**config.mk**
```make
export PLATFORM = sky130hd
export DESIGN_NAME = mips_run_detect
export DESIGN_NICKNAME = d
export VERILOG_FILES = /design/src/rtl/mips_run_detect.sv
export SDC_FILE = /design/constraint.sdc
export NUM_CORES = 1
export LEC_CHECK = 0
export ABC_AREA = 0
export CORE_ASPECT_RATIO = 0.5
export CORE_UTILIZATION = 25
export DETAILED_ROUTE_END_ITERATION = 12
export HOLD_SLACK_MARGIN = 0.15
export SYNTH_ARGS = -nofsm -noshare
export SYNTH_HDL_FRONTEND = slang
export SYNTH_SLANG_ARGS = --single-unit
```
**constraint.sdc**
```tcl
create_clock -name clk -period 1.32 [get_ports clk]
set_clock_uncertainty 0.1 [all_clocks]
set_input_delay 0.132 -clock clk [delete_from_list [all_inputs] [get_ports clk]]
set_output_delay 0.132 -clock clk [all_outputs]
set_load 0.03 [all_outputs]
```
**src/rtl/mips_run_detect.sv**
```systemverilog
// NOP-streak and watchdog counters; flags the cycle in which a run ends.
module mips_run_detect #(
  parameter int NOP_TIMEOUT = 9,
  parameter int WATCHDOG    = 500
) (
  input  logic        clk,
  input  logic        rst,
  input  logic        clear,
  input  logic        active,
  input  logic [31:0] inst,
  output logic        end_run,
  output logic        wd_hit
);

  localparam int NOP_W = $clog2(NOP_TIMEOUT + 1);
  localparam int CYC_W = $clog2(WATCHDOG + 1);
  localparam logic [NOP_W-1:0] NOP_LAST = NOP_W'(NOP_TIMEOUT - 1);
  localparam logic [CYC_W-1:0] CYC_LAST = CYC_W'(WATCHDOG - 1);

  logic [NOP_W-1:0] nop_cnt;
  logic [CYC_W-1:0] cyc_cnt;
  logic             nop_hit;
  logic             cyc_hit;

  // Both limits include the current sample, so compare against limit-1.
  assign nop_hit = (inst == '0) && (nop_cnt == NOP_LAST);
  assign cyc_hit = (cyc_cnt == CYC_LAST);
  assign end_run = active && (nop_hit || cyc_hit);
  assign wd_hit  = active && cyc_hit && !nop_hit;

  always_ff @(posedge clk) begin
    if (rst || clear) begin
      nop_cnt <= '0;
      cyc_cnt <= '0;
    end else if (active) begin
      cyc_cnt <= cyc_cnt + 1'b1;
      nop_cnt <= (inst == '0) ? nop_cnt + 1'b1 : '0;
    end
  end

endmodule

```
==> results.txt <==
HP Start -> cyc_cnt[8]$_SDFFE_PP0P_
Leak -> 0.585 nW
Cells after Synth -> 82
Skew-Pair Late Insertion Delay -> 0.24 ns
CP required -> 1.09 ns
Reg2Reg Depth -> 9
Initial antenna violation count -> 0
DRC errors left -> 0
Crit start category -> register
Post-synth EDFFs -> 0
Syn. warnings -> 0
Clk buf depth -> 2
Starting Density -> 0.285
First-pass GRT wire length -> 3220 µm
Pwr dens -> 607 nW/µm²
R2R Setup Slk -> -0.25 ns
Maxcap violations -> 0
Final WL -> 2070 µm
Hpwl dp -> 1440 µm
Clock slew at reported path FFs -> 0.06 ns
Num Clock Sinks -> 13
Layout cells sized above 1 -> 0.517
Clock Tree Root -> clkbuf_8
Post-synthesis sequential area ratio -> 0.380
CTS Hold Bufs -> 0
Run status -> complete, but fails checks
Inst Count DP -> 172
Avg WL per Cell -> 11.2 µm
Gpl congestion -> 0.708
Htree depth -> 1
Non-filler cells, final -> 184
Top-count cell post-synth -> dfxtp_1
Failing checks -> negative setup slack
#FFs+latches synth -> 13
Yosys top cell by area -> dfxtp_1
Syn Nets -> 121
Row Count -> 12
Reg-to-reg startpoint -> cyc_cnt[1]$_SDFFE_PP0P_
CP endpoint kind -> output port
Hold depth -> 2
Via count -> 842
Die extent in x -> 76.1 µm
Async SR Flop Fraction -> 0
Die area -> 2970 µm²
WS Path Type -> reg2out
Total gr overflow -> 0
Tightest Pin Transition -> 0.277 ns
Share of the synthesized area in the top cell type -> 0.380
Final Hold Fails -> 0
Antenna cells -> 0
Largest cells by area after synthesis -> dfxtp_1 (38%), nor4_1 (8.2%), xor2_1 (6.4%), ha_1 (5.5%), nand2_1 (4.9%)
Cell Area, Synth -> 686 µm²
Hold path endpoint -> cyc_cnt[8]$_SDFFE_PP0P_
Top FF cell, synth -> dfxtp_1
Vias in the first global route -> 835
CP max FO -> 2
Area delta synth->final -> 115%
Fmax achieved -> 595 MHz
Post-Route Utilization -> 0.613
FF-to-FF End -> cyc_cnt[4]$_SDFFE_PP0P_
Hold Path Class -> reg2reg
TritonCTS clock tree -> yes
Slew Viols, Final -> 0
Setup TNS -> -1.39 ns
DRT iter0 DRCs -> 18
Maximum VDD drop -> 457 µV
Cts bufs inserted -> 3
Min Tclk post-route -> 1.68 ns
Post-route ant nets -> 0
Slew headroom -> 0.815
Post-synth cell types -> 23
Largest net degree at the start of global routing -> 14
Core area -> 2400 µm²
Final setup fails -> 7
Unrepaired setup endpoints after global routing -> true
Post-route clock period utilization -> 1.27
1st-pass router iterations -> 3
Ports -> 38
GRT Overall Usage -> 0.144
Post-synthesis area per instance -> 8.36 µm²
Setup WS post-layout -> -0.362 ns
Number of vias per cell -> 4.58
Buffers on Ports -> 37
Chip height -> 39.0 µm
List of most frequent post-synthesis cells -> dfxtp_1 (13), nand2_1 (9), nor4_1 (9), nor2_1 (8)
CP Data Arrival Time -> 1.45 ns
Nets -> 189
layout make-up:
| type | count | area, µm² |
|---|---|---|
| Sequential cell | 13 | 268 |
| Tap cell | 35 | 43.8 |
| Timing Repair Buffer | 65 | 539 |
| Multi-Input combinational cell | 65 | 568 |
| Clock buffer | 4 | 45.0 |
| Fill cell | 206 | 931 |
| Inverter | 2 | 7.51 |
power breakdown:
group | internal (W) | total, W | switching [W]
Sequential | 0.000395 | 0.000397 | 0.00000228
Clock | 0.000213 | 0.000350 | 0.000138
Combinational | 0.0000891 | 0.000145 | 0.0000563
Total | 0.000697 | 0.000893 | 0.000196
cell families (layout without fill, tap and decap cells):
group                      after synthesis  in the layout  synth area share
and+or+nand+nor                         46             46             0.378
DFF                                     13             13             0.380
adders and majority gates                3              3            0.0548
xor gates and xnor gates                 7              7            0.0894
AOI/OAI and AO/OA                        8              8            0.0620
buffers and inverters                    4             71            0.0219
muxes                                    1              1            0.0146
worst max path at each step:
stage / slack [ns] / end / startpoint / cells past startpoint
6_report: -0.36 / end_run / cyc_cnt[1]$_SDFFE_PP0P_ / 7
5_1_grt: -0.41 / end_run / cyc_cnt[1]$_SDFFE_PP0P_ / 7
4_1_cts: -0.31 / wd_hit / cyc_cnt[7]$_SDFFE_PP0P_ / 5
3_5_place_dp: -0.94 / wd_hit / inst[6] / 6
3_3_place_gp: -0.93 / wd_hit / inst[6] / 6
2_1_floorplan: -0.14 / wd_hit / cyc_cnt[0]$_SDFFE_PP0P_ / 5
stage by stage:
stage	total power, W	hold WS, ns	area, µm²	worst slack [ns]
global placement	0.000550	0.367	1280	-0.930
finish	0.000893	0.433	1470	-0.362
floorplan	0.000430	0.227	724	-0.137
CTS	0.000884	0.405	1380	-0.310
global route	0.000927	0.463	1470	-0.409
detailed placement	0.000551	0.395	1280	-0.936
worst max-delay path, cell delays in order (launching register included):
cell and delay, ns:
dfxtp_2 0.35, ha_4 0.16, nand2_4 0.06, nor4_4 0.22
nand2_2 0.11, buf_6 0.13, nand2_2 0.06, buf_6 0.12
registers in the layout (all words and copies together) (netlist names):
register,flops
nop_cnt,4
cyc_cnt,9
cell usage in the layout (no fill, tap or decap), drive strengths merged, types with 3 or more instances in the layout:
cell type and count:
a21oi 4, buf 44, clkbuf 9, clkdlybuf4s15 9, clkdlybuf4s50 3, dfxtp 13, dlygate4sd2 4, ha 3
nand2 9, nand2b 3, nand3 3, nand4 5, nor2 8, nor4 10, xor2 5
what timing repair did:
item | 4_1_cts | 5_1_grt
gates cloned | 0 | 0
hold endpoints to repair | 0 | 0
setup buffers | 6 | 4
endpoints found under the setup margin | 11 | 11
gates resized for setup | 102 | 28
pin swaps | 23 | 18
metal layers:
| layer | up-vias | wire length, µm | GRT usage |
|---|---|---|---|
| met5 | - | 0 | 0 |
| met4 | 0 | 22 | 0.0577 |
| met3 | 2 | 112 | 0.0447 |
| met2 | 28 | 1070 | 0.314 |
| met1 | 381 | 860 | 0.134 |
| li1 | 431 | - | - |
No activity file was read; power rests on OpenSTA's default activity.
